`src/rtl/step_pulse_slave_if.sv`:
```
// picorv32 native memory bus as seen by a memory-mapped responder.
interface step_pulse_slave_if;
   logic        mem_valid_in;
   logic [31:0] mem_addr_in;
   logic [31:0] mem_wdata_in;
   logic [3:0]  mem_wstrb_in;
   logic        mem_ready_out;
   logic [31:0] mem_rdata_out;

   modport master (
      output mem_valid_in, mem_addr_in, mem_wdata_in, mem_wstrb_in,
      input  mem_ready_out, mem_rdata_out
   );

   modport slave (
      input  mem_valid_in, mem_addr_in, mem_wdata_in, mem_wstrb_in,
      output mem_ready_out, mem_rdata_out
   );
endinterface

```
`src/rtl/step_pulse_slave.sv`:
```
// Memory-mapped step/direction pulse generator: the CPU loads a half period and a step
// count, then START emits that many STEP pulses with DIR and driver enable alongside.
module step_pulse_slave #(
   parameter logic [31:0] BASE_ADDR = 32'h2000_0000,
   parameter int          CNT_W     = 24
) (
   input  logic               clk_in,
   input  logic               reset_n_in,
   step_pulse_slave_if.slave  bus,
   output logic               step_out,
   output logic               dir_out,
   output logic               driver_en_n_out,
   output logic               busy_out
);

   typedef enum logic [1:0] {S_IDLE, S_HIGH, S_LOW} state_t;

   state_t           state_q, state_d;
   logic [CNT_W-1:0] tmr_q, tmr_d, half_q, steps_q;
   logic             en_q, dir_q, dir_lat_q, done_q;
   logic             ready_q, rd_q;
   logic [1:0]       sel_q;

   logic             hit, acc, wr, idle, wr_ctrl, en_new, dir_new;
   logic             abort_req, start_go, done_w1c, steps_dec, done_set;
   logic [1:0]       sel;
   logic [31:0]      wdata;
   logic [3:0]       wstrb;
   logic [1:0]       unused_addr;

   function automatic logic [31:0] merge_bytes(input logic [31:0] old_v,
                                               input logic [31:0] new_v,
                                               input logic [3:0]  strb);
      logic [31:0] res;
      res = old_v;
      for (int i = 0; i < 4; i++)
         if (strb[i]) res[8*i +: 8] = new_v[8*i +: 8];
      return res;
   endfunction

   // HALF = 0 behaves as HALF = 1, so both reload the timer with 0
   function automatic logic [CNT_W-1:0] half_reload(input logic [CNT_W-1:0] h);
      return (h == '0) ? '0 : h - CNT_W'(1);
   endfunction

   assign wdata       = bus.mem_wdata_in;
   assign wstrb       = bus.mem_wstrb_in;
   assign sel         = bus.mem_addr_in[3:2];
   assign unused_addr = bus.mem_addr_in[1:0];

   assign hit      = bus.mem_valid_in && (bus.mem_addr_in[31:4] == BASE_ADDR[31:4]);
   assign acc      = hit && !ready_q;
   assign wr       = acc && (wstrb != 4'b0000);
   assign idle     = (state_q == S_IDLE);
   assign wr_ctrl  = wr && (sel == 2'd0) && wstrb[0];
   assign en_new   = wr_ctrl ? wdata[0] : en_q;
   assign dir_new  = (wr_ctrl && idle) ? wdata[1] : dir_q;
   assign abort_req = !idle && wr_ctrl && (wdata[3] || !wdata[0]);
   assign start_go = idle && wr_ctrl && wdata[2] && !wdata[3] && wdata[0] && (steps_q != '0);
   assign done_w1c = wr && (sel == 2'd3) && wstrb[0] && wdata[1];

   always_comb begin
      state_d   = state_q;
      tmr_d     = tmr_q;
      steps_dec = 1'b0;
      done_set  = 1'b0;
      case (state_q)
         S_IDLE: begin
            if (start_go) begin
               state_d = S_HIGH;
               tmr_d   = half_reload(half_q);
            end
         end
         S_HIGH: begin
            if (abort_req) begin
               state_d = S_IDLE;
            end else if (tmr_q == '0) begin
               state_d   = S_LOW;
               tmr_d     = half_reload(half_q);
               steps_dec = 1'b1;
            end else begin
               tmr_d = tmr_q - CNT_W'(1);
            end
         end
         S_LOW: begin
            if (abort_req) begin
               state_d = S_IDLE;
            end else if (tmr_q == '0) begin
               if (steps_q != '0) begin
                  state_d = S_HIGH;
                  tmr_d   = half_reload(half_q);
               end else begin
                  state_d  = S_IDLE;
                  done_set = 1'b1;
               end
            end else begin
               tmr_d = tmr_q - CNT_W'(1);
            end
         end
         default: state_d = S_IDLE;
      endcase
   end

   always_ff @(posedge clk_in or negedge reset_n_in) begin
      if (!reset_n_in) begin
         state_q   <= S_IDLE;
         tmr_q     <= '0;
         half_q    <= '0;
         steps_q   <= '0;
         en_q      <= 1'b0;
         dir_q     <= 1'b0;
         dir_lat_q <= 1'b0;
         done_q    <= 1'b0;
         ready_q   <= 1'b0;
         rd_q      <= 1'b0;
         sel_q     <= 2'd0;
      end else begin
         state_q <= state_d;
         tmr_q   <= tmr_d;
         ready_q <= acc;
         rd_q    <= acc && (wstrb == 4'b0000);
         if (acc) sel_q <= sel;
         en_q    <= en_new;
         dir_q   <= dir_new;
         if (start_go) dir_lat_q <= dir_new;
         if (wr && (sel == 2'd1) && idle)
            half_q <= CNT_W'(merge_bytes(32'(half_q), wdata, wstrb));
         // Decrement and CPU load are exclusive: loads are only accepted while idle
         if (steps_dec && (steps_q != '0))
            steps_q <= steps_q - CNT_W'(1);
         else if (wr && (sel == 2'd2) && idle)
            steps_q <= CNT_W'(merge_bytes(32'(steps_q), wdata, wstrb));
         if (done_set)
            done_q <= 1'b1;
         else if (start_go || done_w1c)
            done_q <= 1'b0;
      end
   end

   always_comb begin
      bus.mem_rdata_out = '0;
      if (ready_q && rd_q) begin
         case (sel_q)
            2'd0:    bus.mem_rdata_out = {30'b0, dir_q, en_q};
            2'd1:    bus.mem_rdata_out = 32'(half_q);
            2'd2:    bus.mem_rdata_out = 32'(steps_q);
            default: bus.mem_rdata_out = {30'b0, done_q, !idle};
         endcase
      end
   end

   assign bus.mem_ready_out = ready_q;
   assign step_out          = (state_q == S_HIGH);
   assign dir_out           = dir_lat_q;
   assign driver_en_n_out   = ~en_q;
   assign busy_out          = !idle;

endmodule

```
`src/flat_wrapper.sv`:
```
// flat-port wrapper written by rule: the top's interface ports become plain ports
module step_pulse_slave_flat 
#(
   parameter logic [31:0] BASE_ADDR = 32'h2000_0000,
   parameter int          CNT_W     = 24
)
  (clk_in, reset_n_in, step_out, dir_out, driver_en_n_out, busy_out, bus_mem_valid_in, bus_mem_addr_in, bus_mem_wdata_in, bus_mem_wstrb_in, bus_mem_ready_out, bus_mem_rdata_out);
  step_pulse_slave_if bus_i ();
  input  logic clk_in;
  input  logic reset_n_in;
  output logic step_out;
  output logic dir_out;
  output logic driver_en_n_out;
  output logic busy_out;
  input wire logic [$bits(bus_i.mem_valid_in)-1:0] bus_mem_valid_in;
  input wire logic [$bits(bus_i.mem_addr_in)-1:0] bus_mem_addr_in;
  input wire logic [$bits(bus_i.mem_wdata_in)-1:0] bus_mem_wdata_in;
  input wire logic [$bits(bus_i.mem_wstrb_in)-1:0] bus_mem_wstrb_in;
  output wire logic [$bits(bus_i.mem_ready_out)-1:0] bus_mem_ready_out;
  output wire logic [$bits(bus_i.mem_rdata_out)-1:0] bus_mem_rdata_out;
  assign bus_i.mem_valid_in = bus_mem_valid_in;
  assign bus_i.mem_addr_in = bus_mem_addr_in;
  assign bus_i.mem_wdata_in = bus_mem_wdata_in;
  assign bus_i.mem_wstrb_in = bus_mem_wstrb_in;
  assign bus_mem_ready_out = bus_i.mem_ready_out;
  assign bus_mem_rdata_out = bus_i.mem_rdata_out;
  step_pulse_slave #(.BASE_ADDR(BASE_ADDR), .CNT_W(CNT_W)) u_core (.clk_in(clk_in), .reset_n_in(reset_n_in), .bus(bus_i), .step_out(step_out), .dir_out(dir_out), .driver_en_n_out(driver_en_n_out), .busy_out(busy_out));
endmodule
```
`config.mk`:
```
export PLATFORM = sky130hd
export DESIGN_NAME = step_pulse_slave_flat
export DESIGN_NICKNAME = d
export VERILOG_FILES = /design/src/rtl/step_pulse_slave_if.sv /design/src/rtl/step_pulse_slave.sv /design/src/flat_wrapper.sv
export SDC_FILE = /design/constraint.sdc
export NUM_CORES = 1
export LEC_CHECK = 0
export BUFFER_PORTS_ARGS = -buffer_cell sky130_fd_sc_hd__buf_2
export CORE_MARGIN = 3
export CORE_UTILIZATION = 35
export CTS_CLUSTER_SIZE = 24
export DETAILED_ROUTE_END_ITERATION = 10
export GPL_ROUTABILITY_DRIVEN = 0
export PLACE_DENSITY = 0.53
export SLEW_MARGIN = 40
export SYNTH_ARGS = -nofsm -noshare
export SYNTH_HDL_FRONTEND = slang
export SYNTH_SLANG_ARGS = --single-unit
```
`constraint.sdc`:
```
create_clock -name clk_in -period 3.2 [get_ports clk_in]
set_input_delay 0.16 -clock clk_in [delete_from_list [all_inputs] [get_ports clk_in]]
set_output_delay 0.16 -clock clk_in [all_outputs]
set_load 0.02 [all_outputs]
```
# Word-level counts from Yosys, hierarchy flattened
# Cells that the tools add are included.
[classes]
add_sub_neg = 3
eq_ne = 14
mux = 32
bitwise_logic = 1
n_reduce_logical = 50
[ops]
columns = ["cell", "n"]
rows = [
  ["24-bit two-way mux", 9],
  ["24-bit case mux with 3 select lines", 2],
  ["24-bit by 1-bit subtractor with 24-bit output (second input constant)", 3],
  ["24-bit logical NOT", 2],
  ["32-bit two-way mux", 1],
  ["28-bit by 26-bit == test with 1-bit output (second input constant)", 1],
  ["8-bit two-way mux", 3],
  ["24-bit nonzero test", 1],
  ["1-bit logical AND", 22],
  ["2-bit AND reduction", 6],
  ["1-bit two-way mux", 11],
  ["2-bit two-way mux", 5],
  ["2-bit nonzero test", 5],
  ["2-bit == test (second input constant)", 4],
  ["2-bit by 1-bit == test with 1-bit output (second input constant)", 3],
  ["2-bit logical NOT", 3],
  ["2-bit inequality test (second input constant)", 3],
  ["3-bit by 1-bit inequality test with 1-bit output (second input constant)", 2],
  ["2-bit case mux with 3 select lines", 1],
  ["5-bit AND reduction", 1],
  ["1-bit logical NOT", 4],
  ["4-bit logical NOT", 1],
  ["4-bit nonzero test", 1],
  ["3-bit by 2-bit inequality test with 1-bit output (second input constant)", 1],
  ["4 further kinds", 5],
]
[word_totals]
regBits = 82
out_inout_bits = 37

# Depth between registers and ports, before layout
[logic_depth]
depth_word = 14
mapped_depth = 12
mapped_depth_nobuf = 9

# Worst setup path after synthesis
# Ideal clock, no wire load.
[synth_timing]
path_kind = "register to register"
start = "reg u_core.ready_q, in the netlist u_core.bus.mem_ready_out"
end = "reg u_core.steps_q[5]"
setup_time_ps = 72
arrival_time_ps = 2400
required_ps = 3128
path_slack_ps = 729
stages_incl_launch_ff = 12
period_less_slack_ps = 2471
path_cell_list = "dfrtp_1 > nor4_1 > nand4_1 > or4b_1 > clkbuf_2 > and4b_1 > buf_6 > buf_6 > buf_6 > nand3_1 > o211ai_1 > nor2_1"
[synth_via]
elab_chain_cells = 12
[synth_lines]
columns = ["item", "line_no", "source"]
rows = [
  ["from (decl)", "step_pulse_slave.sv:21", "logic ready_q, rd_q;"],
  ["from (signal assigned)", "step_pulse_slave.sv:114", "ready_q <= 1'b0;"],
  ["from (signal assigned)", "step_pulse_slave.sv:120", "ready_q <= acc;"],
  ["1-bit logical NOT *", "step_pulse_slave.sv:52", "assign acc = hit && !ready_q;"],
  ["1-bit logical AND *", "step_pulse_slave.sv:52", ""],
  ["1-bit logical AND *", "step_pulse_slave.sv:53", "assign wr = acc && (wstrb != 4'b0000);"],
  ["1-bit logical AND (2 in a row)", "step_pulse_slave.sv:55", "assign wr_ctrl = wr && (sel == 2'd0) && wstrb[0];"],
  ["1-bit logical AND (2 in a row)", "step_pulse_slave.sv:58", "assign abort_req = !idle && wr_ctrl && (wdata[3] || !wdata[0]);"],
  ["1-bit two-way mux", "step_pulse_slave.sv:75", "if (abort_req) begin"],
  ["1-bit two-way mux", "step_pulse_slave.sv:67", "case (state_q)"],
  ["1-bit logical AND", "step_pulse_slave.sv:129", "if (steps_dec && (steps_q != '0))"],
  ["2-bit nonzero test (no source line)", "n/a", ""],
  ["2-bit AND reduction (no source line)", "n/a", ""],
  ["to (signal assigned)", "step_pulse_slave.sv:130", "steps_q <= steps_q - CNT_W'(1);"],
  ["to (signal assigned)", "step_pulse_slave.sv:132", "steps_q <= CNT_W'(merge_bytes(32'(steps_q), wdata, wstrb));"],
  ["to (decl)", "step_pulse_slave.sv:19", "logic [CNT_W-1:0] tmr_q, tmr_d, half_q, steps_q;"],
]
# Mark *: on every way between the ends. The rest lies on a longest branch, timed or not.
# A chain may end at the register's enable or synchronous reset.

# Final worst setup path
[layout_timing]
start = "reg u_core.tmr_q[10]"
end = "reg u_core.steps_q[5]"
[layout_via]
elab_chain_cells = 7
[layout_lines]
columns = ["item", "line_no", "source"]
rows = [
  ["from (decl)", "step_pulse_slave.sv:19", ""],
  ["from (signal assigned)", "step_pulse_slave.sv:119", "tmr_q <= tmr_d;"],
  ["24-bit logical NOT *", "step_pulse_slave.sv:77", "end else if (tmr_q == '0) begin"],
  ["1-bit two-way mux *", "step_pulse_slave.sv:77", ""],
  ["1-bit two-way mux *", "step_pulse_slave.sv:75", ""],
  ["1-bit two-way mux *", "step_pulse_slave.sv:67", ""],
  ["1-bit logical AND *", "step_pulse_slave.sv:129", ""],
  ["2-bit nonzero test (no source line)", "n/a", ""],
  ["2-bit AND reduction (no source line)", "n/a", ""],
]
# Marked as above.

==> flow_summary_export.csv <==
group,metric,value,unit
synthesis,synth_warnings,0,
clock_network,cts_max_level,3,
place,dpl_cell_area,6100,sq um
setup_path,crit_chain,"or4_1 > or2_4 > nor3_2 > nand4b_1 > buf_4 > or3_1 > o211ai_1 > nor2_1",
sta,min_period_over_period,0.9335,
min_path,worstHoldPathType,"in2reg",
sta,slew_headroom,0.5841,
pwr,switchingPower,0.4850,mW
layout,multi_input_area,3183,sq um
grt,grt_use_total,0.2021,
sta,clock_skew,8.719,ps
die,core,14860,sq um
layout,final_area,6397,sq um
layout,nets,794,
synthesis,async_reset_ff_frac,1.000,
setup_path,crit_path_start_kind,"flop",
clock_network,root_buffer,"clkbuf_16",
setup_path,r2r_slack,210,ps
setup_path,worstSetupEndpointType,"flop",
synthesis,ys_seq_area_frac,0.3765,
synthesis,synth_edf_count,0,
place,placed_cells,887,
pwr,pwr_density_cell,336.5,nW/um^2
pwr,leakage,2.954,nW
routing,num_vias,5158,
grt,first_global_vias,5060,
clock_network,clkLatencyLatePin,350,ps
setup_path,required,3440,ps
clock_network,clk_pin_slew,60,ps
routing,dr.pass1.iters,5,
setup_path,cp.arrival,3230,ps
synthesis,synth-seq-cells,82,
place,dp.final_hpwl,12.36,mm
synthesis,synth_area,5450,sq um
die,start_util,0.3667,
layout,regArea,2052,sq um
routing,postRouteAntennaNets,0,
job,cap_violations,0,
die,ios,108,
sta,rsz0062_at_grt,"false",
synthesis,yosys.cell_types.count,61,
pwr,power.share.sequential,0.481,
sta,fin_tns_setup,0,ps
grt,grt_max_degree,49,
min_path,holdCritStartpoint,"bus_mem_wstrb_in[3]",
layout,area_growth,17.38,%
sta,report.final.slew_viol_count,0,
die,rows,44,
pwr,swShare,0.2253,
routing,routed_via_density,5.712,
setup_path,crit_slowest_cell,"or4_1",
clock_network,cts.sinks,82,
setup_path,path_delay_family,"simple AND/OR/NAND/NOR gates",
grt,grt_antenna_before_repair,0,
clock_network,cts_buffers,9,
outcome,outcome,"completed",
routing,wl_per_cell,18.25,um
layout,num-fill-cells,1474,
die,die_h,130.8,um
min_path,hold_depth,3,
routing,drtIter0Drc,417,
setup_path,cp_max_fo,7,
setup_path,r2r_end,"u_core.steps_q[5]$_DFFE_PN0P_",
pwr,p_comb_frac,0.042,
clock_network,cts_tree,"done",
routing,drc,0,
synthesis,synth_top_flop_cell,"dfrtp_1",
setup_path,path_buf_inv,1,
pwr,p_int,1.668,mW
sta,period_needed,2987,ps
sta,hold_viol,0,
clock_network,cts.path.max_buffers,2,
sta,fmax,334.8,MHz
synthesis,yosysTopAreaCellShare,0.3765,
layout,final_cell_mix,"buf_2, dfrtp_1, nor2_1",
setup_path,slowest_delay,620,ps
die,die_area,17110,sq um
layout,post-route-util,0.4304,
die,die_w,130.8,um
clock_network,cts_resized,0,
setup_path,r2r-start,"u_core.tmr_q[10]$_DFFE_PN0P_",
layout,drive_above_1_share,0.2337,
place,portBuffers,89,
pwr,ir_drop,0.0002294,V
grt,grt_first_pass_wirelength,26.83,mm
layout,layoutNonFillerInstCount,903,
sta,setup_viol,0,
pwr,pwr-share-clk,0.477,
synthesis,synth_area_leader_cell,"dfrtp_1",
synthesis,postSynthCellCount,627,
setup_path,r2r_cells,8,
min_path,hold_path_end,"u_core.rd_q$_DFF_PN0_",
setup_path,crit_cells,8,
layout,antennaDiodeCount,0,
routing,drt-total-wl,16.48,mm
grt,grt_overflow,0,
setup_path,critPathKind,"reg2reg",
synthesis,synth.area.top_cells,"dfrtp_1, mux2_2, nor2_1",
sta,worstMarginPinSlew,616.0,ps
synthesis,post_synth.cell_area_avg,8.693,sq um
layout,mostFrequentLayoutCell,"buf_2",
[synthesized netlist by cell type (all sizes together) (2+ instances only)]
master   n
nand4b   2
ha       8
nand2   59
dfrtp   82
and4b    2
a22oi   22
nor3    28
xor2     7
or4      8
mux2i    2
nor4b    3
inv     13
o211ai   3
o31ai    7
o32ai    9
xnor2   13
clkbuf  18
nor2    74
nand4   11
mux4     2
or2      5
o211a    2
buf     19
or3      9
nor4    21
nor2b    8
and3     3
a31o     2
nand2b  14
o22ai   14
a21oi   22
nand3   26
a41oi    2
o21ai   41
and2     2
mux2    27
nor3b    3
a22o    20
a21o     2
nand3b   2
[sequential cells by signal (all words and copies together) (netlist names)]
| signal | cells |
|---|---|
| u_core.tmr_q | 24 |
| u_core.en_q | 1 |
| u_core.dir_out | 1 |
| u_core.sel_q | 2 |
| u_core.done_q | 1 |
| u_core.bus.mem_ready_out | 1 |
| u_core.state_q | 2 |
| u_core.steps_q | 24 |
| u_core.dir_q | 1 |
| u_core.rd_q | 1 |
| u_core.half_q | 24 |
[logic make-up after synthesis]
group | after synthesis | share of synthesized area
muxes | 31 | 0.06772
DFF | 82 | 0.3765
xor gates and xnor gates | 20 | 0.03214
other | 1 | 0.0006880
AOI/OAI and AO/OA | 152 | 0.1889
adders and majority gates | 8 | 0.01837
and+or+nand+nor | 283 | 0.2684
buffers and inverters | 50 | 0.04729
[per-layer routing]
layer  track usage  share of wire  vias up
met5             0              0        -
li1              -              -     2497
met4       0.05868          0.018        0
met1        0.2742           0.46     2472
met3       0.05447          0.055       25
met2        0.3182           0.47      164
[worst reg2reg max path, cell delays in order, from the launching register on]
cell and delay [ps]:
dfrtp_1 430, or4_1 620, or2_4 300, nor3_2 290, nand4b_1 410, buf_4 320
or3_1 350, o211ai_1 100, nor2_1 60
[power by group through the flow]
stage          clock (mW)  sequential [mW]  combinational (mW)
3_3_place_gp            0             1.06              0.0899
6_report             1.03             1.04              0.0902
5_1_grt              1.10             1.04               0.101
2_1_floorplan           0             1.06              0.0232
3_5_place_dp            0             1.06              0.0905
4_1_cts              1.06             1.04              0.0918
[per-stage QoR]
stage          power, mW  hold slack [ps]  setup WS, ps
2_1_floorplan      1.079           -135.6         728.8
3_3_place_gp       1.146            172.1         264.5
3_5_place_dp       1.146            174.2         197.8
4_1_cts            2.184            42.82         181.4
5_1_grt            2.237            49.70         54.15
6_report           2.153            56.47         212.8
[layout make-up]
class                           instances  share of cell area
Clock inverter                          5            0.008801
Sequential cell                        82              0.3208
Timing Repair Buffer                  107             0.09349
Tap cell                              184             0.03599
Inverter                               13            0.007628
Multi-Input combinational cell        502              0.4976
Clock buffer                           10             0.03579
[worst max-delay path by stage]
stage	from	to	slack, ps
6_report	u_core.tmr_q[10]$_DFFE_PN0P_	u_core.steps_q[5]$_DFFE_PN0P_	210
5_1_grt	u_core.tmr_q[10]$_DFFE_PN0P_	u_core.steps_q[19]$_DFFE_PN0P_	50
4_1_cts	u_core.tmr_q[10]$_DFFE_PN0P_	u_core.steps_q[5]$_DFFE_PN0P_	180
3_5_place_dp	u_core.tmr_q[10]$_DFFE_PN0P_	u_core.steps_q[5]$_DFFE_PN0P_	200
3_3_place_gp	u_core.tmr_q[10]$_DFFE_PN0P_	u_core.steps_q[5]$_DFFE_PN0P_	260
2_1_floorplan	u_core.bus.mem_ready_out$_DFF_PN0_	u_core.steps_q[5]$_DFFE_PN0P_	730
[what timing repair did]
item,in CTS,in global routing
buffers inserted,0,0
endpoints found under the hold margin,35,0
endpoints found under the setup margin,0,0
hold buffers,1,0
(Power assumes the default switching activity.)
